`config.mk`:
```
export PLATFORM = sky130hd
export DESIGN_NAME = hazard_detection_unit_flat
export DESIGN_NICKNAME = d
export VERILOG_FILES = /design/src/rtl/hazard_detection_unit_if.sv /design/src/rtl/hazard_detection_unit.sv /design/src/flat_wrapper.sv
export SDC_FILE = /design/constraint.sdc
export NUM_CORES = 1
export LEC_CHECK = 0
export ABC_AREA = 1
export CORE_UTILIZATION = 58
export CTS_BUF_LIST = sky130_fd_sc_hd__clkbuf_4 sky130_fd_sc_hd__clkbuf_8 sky130_fd_sc_hd__clkbuf_16
export CTS_CLUSTER_SIZE = 14
export DETAILED_ROUTE_END_ITERATION = 8
export HOLD_SLACK_MARGIN = 0.1
export PLACE_DENSITY = 0.94
export SLEW_MARGIN = 20
export SYNTH_ARGS = -nofsm -noshare
export SYNTH_HDL_FRONTEND = slang
export SYNTH_SLANG_ARGS = --single-unit
```
`constraint.sdc`:
```
create_clock -name clk -period 5.4 [get_ports clk]
set_input_delay 0.54 -clock clk [delete_from_list [all_inputs] [get_ports clk]]
set_output_delay 0.54 -clock clk [all_outputs]
set_load 0.02 [all_outputs]
```
`src/rtl/hazard_detection_unit_if.sv`:
```
// Hazard unit interface: operands from the pipeline stages in,
// stall/flush/bubble controls and performance counters out.
interface hazard_detection_unit_if #(
    parameter int CNT_WIDTH = 32
);
    logic [4:0]           ID_read_register_0;
    logic [4:0]           ID_read_register_1;
    logic                 ID_uses_register_0;
    logic                 ID_uses_register_1;
    logic                 EX_mem_read;
    logic [4:0]           EX_destination_register;
    logic                 EX_branch_taken;
    logic                 MEM_mem_request;
    logic                 MEM_mem_ready;
    logic                 PC_write_enable;
    logic                 IF_ID_write_enable;
    logic                 IF_ID_flush;
    logic                 ID_EX_write_enable;
    logic                 ID_EX_bubble;
    logic                 EX_MEM_write_enable;
    logic                 MEM_WB_bubble;
    logic [CNT_WIDTH-1:0] stall_cycles;
    logic [CNT_WIDTH-1:0] flush_count;
    logic                 mem_timeout_error;

    modport master (
        output ID_read_register_0, ID_read_register_1,
        output ID_uses_register_0, ID_uses_register_1,
        output EX_mem_read, EX_destination_register,
        output EX_branch_taken, MEM_mem_request, MEM_mem_ready,
        input  PC_write_enable, IF_ID_write_enable, IF_ID_flush,
        input  ID_EX_write_enable, ID_EX_bubble,
        input  EX_MEM_write_enable, MEM_WB_bubble,
        input  stall_cycles, flush_count, mem_timeout_error
    );

    modport slave (
        input  ID_read_register_0, ID_read_register_1,
        input  ID_uses_register_0, ID_uses_register_1,
        input  EX_mem_read, EX_destination_register,
        input  EX_branch_taken, MEM_mem_request, MEM_mem_ready,
        output PC_write_enable, IF_ID_write_enable, IF_ID_flush,
        output ID_EX_write_enable, ID_EX_bubble,
        output EX_MEM_write_enable, MEM_WB_bubble,
        output stall_cycles, flush_count, mem_timeout_error
    );
endinterface

```
`src/rtl/hazard_detection_unit.sv`:
```
// Hazard detection for the 5-stage RV32I pipeline: load-use stalls,
// taken-branch flushes, data-memory freezes and perf counters.
module hazard_detection_unit #(
    parameter int LOAD_STALL_CYCLES = 1,
    parameter int MEM_TIMEOUT       = 255,
    parameter int CNT_WIDTH         = 32
) (
    input logic clk,
    input logic reset,
    hazard_detection_unit_if.slave hz
);
    typedef enum logic [1:0] {
        RUN      = 2'd0,
        LOAD_USE = 2'd1,
        MEM_WAIT = 2'd2
    } state_t;

    localparam logic [1:0]  REM_INIT = 2'(LOAD_STALL_CYCLES - 1);
    localparam logic [15:0] TIMEOUT  = 16'(MEM_TIMEOUT);
    localparam logic [CNT_WIDTH-1:0] CNT_ONE = 1;

    state_t      state, state_nx;
    state_t      saved_state, saved_nx;
    logic [1:0]  remaining, rem_nx;
    logic [1:0]  saved_rem, srem_nx;
    logic [15:0] wait_cnt, cnt_nx;
    logic        timeout_hit;

    logic [CNT_WIDTH-1:0] stall_q, flush_q;
    logic                 error_q;

    logic pc_we, ifid_we, ifid_flush, idex_we;
    logic idex_bubble, exmem_we, memwb_bubble;

    logic   load_use, mem_wait, rs1_hit, rs2_hit;
    state_t eff_state;
    logic [1:0] eff_rem;

    assign rs1_hit = hz.ID_uses_register_0 &&
                     (hz.ID_read_register_0 == hz.EX_destination_register);
    assign rs2_hit = hz.ID_uses_register_1 &&
                     (hz.ID_read_register_1 == hz.EX_destination_register);
    assign load_use = hz.EX_mem_read &&
                      (hz.EX_destination_register != 5'd0) &&
                      (rs1_hit || rs2_hit);
    assign mem_wait = hz.MEM_mem_request && !hz.MEM_mem_ready;

    // leaving a wait resumes the interrupted state within the same cycle
    assign eff_state = (state == MEM_WAIT) ? saved_state : state;
    assign eff_rem   = (state == MEM_WAIT) ? saved_rem : remaining;

    // next state and pipeline controls, freeze > flush > stall > run
    always_comb begin
        pc_we        = 1'b1;
        ifid_we      = 1'b1;
        ifid_flush   = 1'b0;
        idex_we      = 1'b1;
        idex_bubble  = 1'b0;
        exmem_we     = 1'b1;
        memwb_bubble = 1'b0;
        state_nx     = RUN;
        rem_nx       = remaining;
        saved_nx     = saved_state;
        srem_nx      = saved_rem;
        cnt_nx       = wait_cnt;
        timeout_hit  = 1'b0;
        if (mem_wait) begin
            pc_we        = 1'b0;
            ifid_we      = 1'b0;
            idex_we      = 1'b0;
            exmem_we     = 1'b0;
            memwb_bubble = 1'b1;
            state_nx     = MEM_WAIT;
            if (state == MEM_WAIT) begin
                if (wait_cnt != 16'hFFFF) cnt_nx = wait_cnt + 16'd1;
            end else begin
                saved_nx = state;
                srem_nx  = remaining;
                cnt_nx   = 16'd1;
            end
            timeout_hit = (cnt_nx >= TIMEOUT);
        end else if (hz.EX_branch_taken) begin
            // the stalled ID instruction is wrong-path; drop its stall
            ifid_flush  = 1'b1;
            idex_bubble = 1'b1;
            rem_nx      = 2'd0;
        end else if (eff_state == LOAD_USE) begin
            pc_we       = 1'b0;
            ifid_we     = 1'b0;
            idex_bubble = 1'b1;
            if (eff_rem > 2'd1) begin
                state_nx = LOAD_USE;
                rem_nx   = eff_rem - 2'd1;
            end else begin
                rem_nx   = 2'd0;
            end
        end else if (load_use) begin
            pc_we       = 1'b0;
            ifid_we     = 1'b0;
            idex_bubble = 1'b1;
            if (LOAD_STALL_CYCLES > 1) begin
                state_nx = LOAD_USE;
                rem_nx   = REM_INIT;
            end
        end
        if (reset) begin
            pc_we        = 1'b0;
            ifid_we      = 1'b0;
            ifid_flush   = 1'b1;
            idex_we      = 1'b0;
            idex_bubble  = 1'b1;
            exmem_we     = 1'b0;
            memwb_bubble = 1'b1;
        end
    end

    // state, saved context and wait counter
    always_ff @(posedge clk or posedge reset) begin
        if (reset) begin
            state       <= RUN;
            saved_state <= RUN;
            remaining   <= 2'd0;
            saved_rem   <= 2'd0;
            wait_cnt    <= 16'd0;
        end else begin
            state       <= state_nx;
            saved_state <= saved_nx;
            remaining   <= rem_nx;
            saved_rem   <= srem_nx;
            wait_cnt    <= cnt_nx;
        end
    end

    // saturating perf counters and sticky timeout flag
    always_ff @(posedge clk or posedge reset) begin
        if (reset) begin
            stall_q <= '0;
            flush_q <= '0;
            error_q <= 1'b0;
        end else begin
            if (!pc_we && stall_q != '1) stall_q <= stall_q + CNT_ONE;
            if (ifid_flush && flush_q != '1) flush_q <= flush_q + CNT_ONE;
            if (timeout_hit) error_q <= 1'b1;
        end
    end

    assign hz.PC_write_enable     = pc_we;
    assign hz.IF_ID_write_enable  = ifid_we;
    assign hz.IF_ID_flush         = ifid_flush;
    assign hz.ID_EX_write_enable  = idex_we;
    assign hz.ID_EX_bubble        = idex_bubble;
    assign hz.EX_MEM_write_enable = exmem_we;
    assign hz.MEM_WB_bubble       = memwb_bubble;
    assign hz.stall_cycles        = stall_q;
    assign hz.flush_count         = flush_q;
    assign hz.mem_timeout_error   = error_q;
endmodule

```
`src/flat_wrapper.sv`:
```
// flat-port wrapper written by rule: the top's interface ports become plain ports
module hazard_detection_unit_flat 
#(
    parameter int LOAD_STALL_CYCLES = 1,
    parameter int MEM_TIMEOUT       = 255,
    parameter int CNT_WIDTH         = 32
)
  (clk, reset, hz_ID_read_register_0, hz_ID_read_register_1, hz_ID_uses_register_0, hz_ID_uses_register_1, hz_EX_mem_read, hz_EX_destination_register, hz_EX_branch_taken, hz_MEM_mem_request, hz_MEM_mem_ready, hz_PC_write_enable, hz_IF_ID_write_enable, hz_IF_ID_flush, hz_ID_EX_write_enable, hz_ID_EX_bubble, hz_EX_MEM_write_enable, hz_MEM_WB_bubble, hz_stall_cycles, hz_flush_count, hz_mem_timeout_error);
  hazard_detection_unit_if #(.CNT_WIDTH(CNT_WIDTH)) hz_i ();
  input logic clk;
  input logic reset;
  input wire logic [$bits(hz_i.ID_read_register_0)-1:0] hz_ID_read_register_0;
  input wire logic [$bits(hz_i.ID_read_register_1)-1:0] hz_ID_read_register_1;
  input wire logic [$bits(hz_i.ID_uses_register_0)-1:0] hz_ID_uses_register_0;
  input wire logic [$bits(hz_i.ID_uses_register_1)-1:0] hz_ID_uses_register_1;
  input wire logic [$bits(hz_i.EX_mem_read)-1:0] hz_EX_mem_read;
  input wire logic [$bits(hz_i.EX_destination_register)-1:0] hz_EX_destination_register;
  input wire logic [$bits(hz_i.EX_branch_taken)-1:0] hz_EX_branch_taken;
  input wire logic [$bits(hz_i.MEM_mem_request)-1:0] hz_MEM_mem_request;
  input wire logic [$bits(hz_i.MEM_mem_ready)-1:0] hz_MEM_mem_ready;
  output wire logic [$bits(hz_i.PC_write_enable)-1:0] hz_PC_write_enable;
  output wire logic [$bits(hz_i.IF_ID_write_enable)-1:0] hz_IF_ID_write_enable;
  output wire logic [$bits(hz_i.IF_ID_flush)-1:0] hz_IF_ID_flush;
  output wire logic [$bits(hz_i.ID_EX_write_enable)-1:0] hz_ID_EX_write_enable;
  output wire logic [$bits(hz_i.ID_EX_bubble)-1:0] hz_ID_EX_bubble;
  output wire logic [$bits(hz_i.EX_MEM_write_enable)-1:0] hz_EX_MEM_write_enable;
  output wire logic [$bits(hz_i.MEM_WB_bubble)-1:0] hz_MEM_WB_bubble;
  output wire logic [$bits(hz_i.stall_cycles)-1:0] hz_stall_cycles;
  output wire logic [$bits(hz_i.flush_count)-1:0] hz_flush_count;
  output wire logic [$bits(hz_i.mem_timeout_error)-1:0] hz_mem_timeout_error;
  assign hz_i.ID_read_register_0 = hz_ID_read_register_0;
  assign hz_i.ID_read_register_1 = hz_ID_read_register_1;
  assign hz_i.ID_uses_register_0 = hz_ID_uses_register_0;
  assign hz_i.ID_uses_register_1 = hz_ID_uses_register_1;
  assign hz_i.EX_mem_read = hz_EX_mem_read;
  assign hz_i.EX_destination_register = hz_EX_destination_register;
  assign hz_i.EX_branch_taken = hz_EX_branch_taken;
  assign hz_i.MEM_mem_request = hz_MEM_mem_request;
  assign hz_i.MEM_mem_ready = hz_MEM_mem_ready;
  assign hz_PC_write_enable = hz_i.PC_write_enable;
  assign hz_IF_ID_write_enable = hz_i.IF_ID_write_enable;
  assign hz_IF_ID_flush = hz_i.IF_ID_flush;
  assign hz_ID_EX_write_enable = hz_i.ID_EX_write_enable;
  assign hz_ID_EX_bubble = hz_i.ID_EX_bubble;
  assign hz_EX_MEM_write_enable = hz_i.EX_MEM_write_enable;
  assign hz_MEM_WB_bubble = hz_i.MEM_WB_bubble;
  assign hz_stall_cycles = hz_i.stall_cycles;
  assign hz_flush_count = hz_i.flush_count;
  assign hz_mem_timeout_error = hz_i.mem_timeout_error;
  hazard_detection_unit #(.LOAD_STALL_CYCLES(LOAD_STALL_CYCLES), .MEM_TIMEOUT(MEM_TIMEOUT), .CNT_WIDTH(CNT_WIDTH)) u_core (.clk(clk), .reset(reset), .hz(hz_i));
endmodule
```
==> out/qor.txt <==
clock sink total = 89
num ports = 95
Via density = 5.43
drt pass-1 iters = 5
Crit Reg-Reg Endpoint = u_core.hz.stall_cycles[14]$_DFFE_PP0P_
Crit path required time = 4.86 ns
#FFs+latches synth = 89
Max FO, Critical Path = 34
Final setup violation count = 0
status = finished, final reports clean
CTS tree = built
Hold Crit Depth = 2
critical path endpoint category = primary output
critical path class = in2out
Sum Neg Setup Slack = 0 ns
Root Driver = clkbuf_8
routability cong. = 0.956
first-pass GRT wire length = 23900 µm
number of gates resized after cts = 0
Ant. Diodes = 0
Mapped Cells = 797
number of global-route vias before repair = 5207
FMAX = 0.289 GHz
row cnt = 35
Cells after DPL = 1001
Clock Path Buffers = 2
Initial Utilization = 61.0%
Reg clk slew, reported paths = 0.09 ns
routed wire length = 14000 µm
initial antenna violation count = 0
share of cells above drive strength 1 = 5.86%
Fin. Hold Viols = 0
area delta synth->final = 20.8%
fillers = 719
Residual DRC = 0
GRT overflow = 0
die extent in y = 101 µm
R2R depth = 9
PortBufs = 94
Post-Syn Area = 5720 µm²
CP startpoint kind = primary input
reported max-cap violation count = 0
htree depth = 3
Seq/Total Area, Yosys = 39.0%
Clock Skew = 0.0122 ns
Worst Max-Slew Pin Slew = 0.767 ns
slew margin rel. = 48.8%
drt wl/cell = 13.8 µm
final core occ = 73.6%
die width = 101 µm
Final min period = 3.46 ns
syn nets = 823
Clock Latency Late Sink = 0.37 ns
Nets = 909
Warnings, synthesis = 0
vias = 5521
LEAKAGE = 3.16 nW
hold worst-path end = u_core.hz.mem_timeout_error$_DFFE_PP0P_
Avg Cell Area, Syn = 7.17 µm²
largest net degree at the start of global routing = 63
Hold-fix buffers, CTS = 0
Hold WS = 0.487 ns
Num CTS Buffers = 9
commonest non-fill, non-tap cell in the layout = nand2_1
GRT Total Usage = 29.4%
PD cells = 246 nW/µm²
DP HPWL = 10100 µm
Antenna Nets Post-Route = 0
core area = 9370 µm²
Die ar. = 10300 µm²
Synth cell types = 34
Setup Buffers After CTS = 0
drt initial violations = 300
Final Cycle Share = 64.1%
hold crit path type = reg2reg
FF-to-FF Start = u_core.hz.stall_cycles[0]$_DFFE_PP0P_
most frequent cells in the layout = 264 x nand2_1, 94 x clkdlybuf4s50_1, 89 x dfrtp_1
WP data arrival = 2.92 ns
Hold Crit Start = u_core.hz.mem_timeout_error$_DFFE_PP0P_
r2r setup slk = 2.87 ns
Slew Limit Fails = 0
peak supply drop = 0.273 mV
non-filler cells, final = 1017
RSZ-0062 raised after global routing = no
## layout make-up
| class | instances | area (µm²) | area share [%] |
|---|---|---|---|
| clock buffers | 10 | 131 | 1.90 |
| inverters | 67 | 253 | 3.66 |
| clock inverters | 6 | 67.6 | 0.979 |
| flip-flops and latches | 89 | 2230 | 32.3 |
| multi-input cells | 619 | 3100 | 44.9 |
| well taps | 129 | 161 | 2.34 |
| repair buffers | 97 | 963 | 14.0 |
## cell usage after synthesis (all sizes together)
| library cell | instances | area, µm² |
|---|---|---|
| mux2i | 1 | 10.0 |
| nand3b | 1 | 7.51 |
| nor3 | 37 | 233 |
| nand3 | 76 | 390 |
| inv | 66 | 248 |
| o21ai | 34 | 170 |
| nand2 | 272 | 1050 |
| dfrtp | 89 | 2230 |
| nor2 | 96 | 395 |
| o21a | 1 | 7.51 |
| nor4 | 6 | 43.8 |
| ha | 3 | 37.5 |
| xor2 | 50 | 438 |
| o21bai | 1 | 7.51 |
| xnor2 | 16 | 140 |
| clkinv | 1 | 3.75 |
| buf | 16 | 116 |
| nand4 | 20 | 140 |
| clkbuf | 6 | 22.5 |
| a21oi | 4 | 20.0 |
| or2 | 1 | 6.26 |
## per-layer routing
| layer | global-route usage (%) | vias up | wire length (µm) |
|---|---|---|---|
| met4 | 13.7 | 0 | 447 |
| met1 | 36.6 | 2538 | 5900 |
| li1 | - | 2725 | - |
| met5 | 0 | - | 0 |
| met3 | 4.21 | 47 | 802 |
| met2 | 50.7 | 211 | 6860 |
## flip-flops by register name (all words and copies together) (netlist names)
signal,cells
u_core.state,2
u_core.hz.mem_timeout_error,1
u_core.hz.stall_cycles,32
u_core.remaining,2
u_core.wait_cnt,16
u_core.hz.flush_count,32
u_core.saved_state,2
u_core.saved_rem,2
## worst max-delay path by stage
stage	start	to	slack [ns]	cells after the start
after detailed placement	hz_MEM_mem_request	hz_PC_write_enable	1.93	7
after global placement	hz_MEM_mem_request	hz_IF_ID_write_enable	1.95	7
final	hz_MEM_mem_request	hz_PC_write_enable	1.94	7
after floorplan	reset	u_core.hz.flush_count[0]$_DFFE_PP0P_	2.55	1
after global routing	hz_MEM_mem_request	hz_PC_write_enable	1.68	7
after CTS	hz_MEM_mem_request	hz_PC_write_enable	1.91	7
## power breakdown
group	switching [W]	total (W)	internal [W]
clock	0.000253	0.000473	0.000221
combinational	0.000246	0.000422	0.000176
sequential	0.0000799	0.000803	0.000723
## cells by family after synthesis
| group | Yosys count | share of synthesized area (%) |
|---|---|---|
| mux | 1 | 0.175 |
| flops | 89 | 39.0 |
| compound gates | 40 | 3.59 |
| fa+ha+maj | 3 | 0.657 |
| simple gates | 509 | 39.7 |
| xor+xnor | 66 | 10.1 |
| buf+inv | 89 | 6.83 |
## through the flow
step	setup slack, ns	total power (W)	area, µm²
after floorplan	2.55	0.00106	5720
after global placement	1.95	0.00122	6700
after detailed placement	1.93	0.00123	6700
after CTS	1.91	0.00170	6900
after global routing	1.68	0.00178	6900
final	1.94	0.00170	6900
## worst max-delay path, cell delays in order
cell	delay, ns
clkdlybuf4s50_1	0.45
inv_1	0.03
nor2_1	0.48
nor2_1	0.19
nand2_2	0.53
inv_1	0.12
clkdlybuf4s50_1	0.57
No activity file was read; power rests on OpenSTA's default activity.
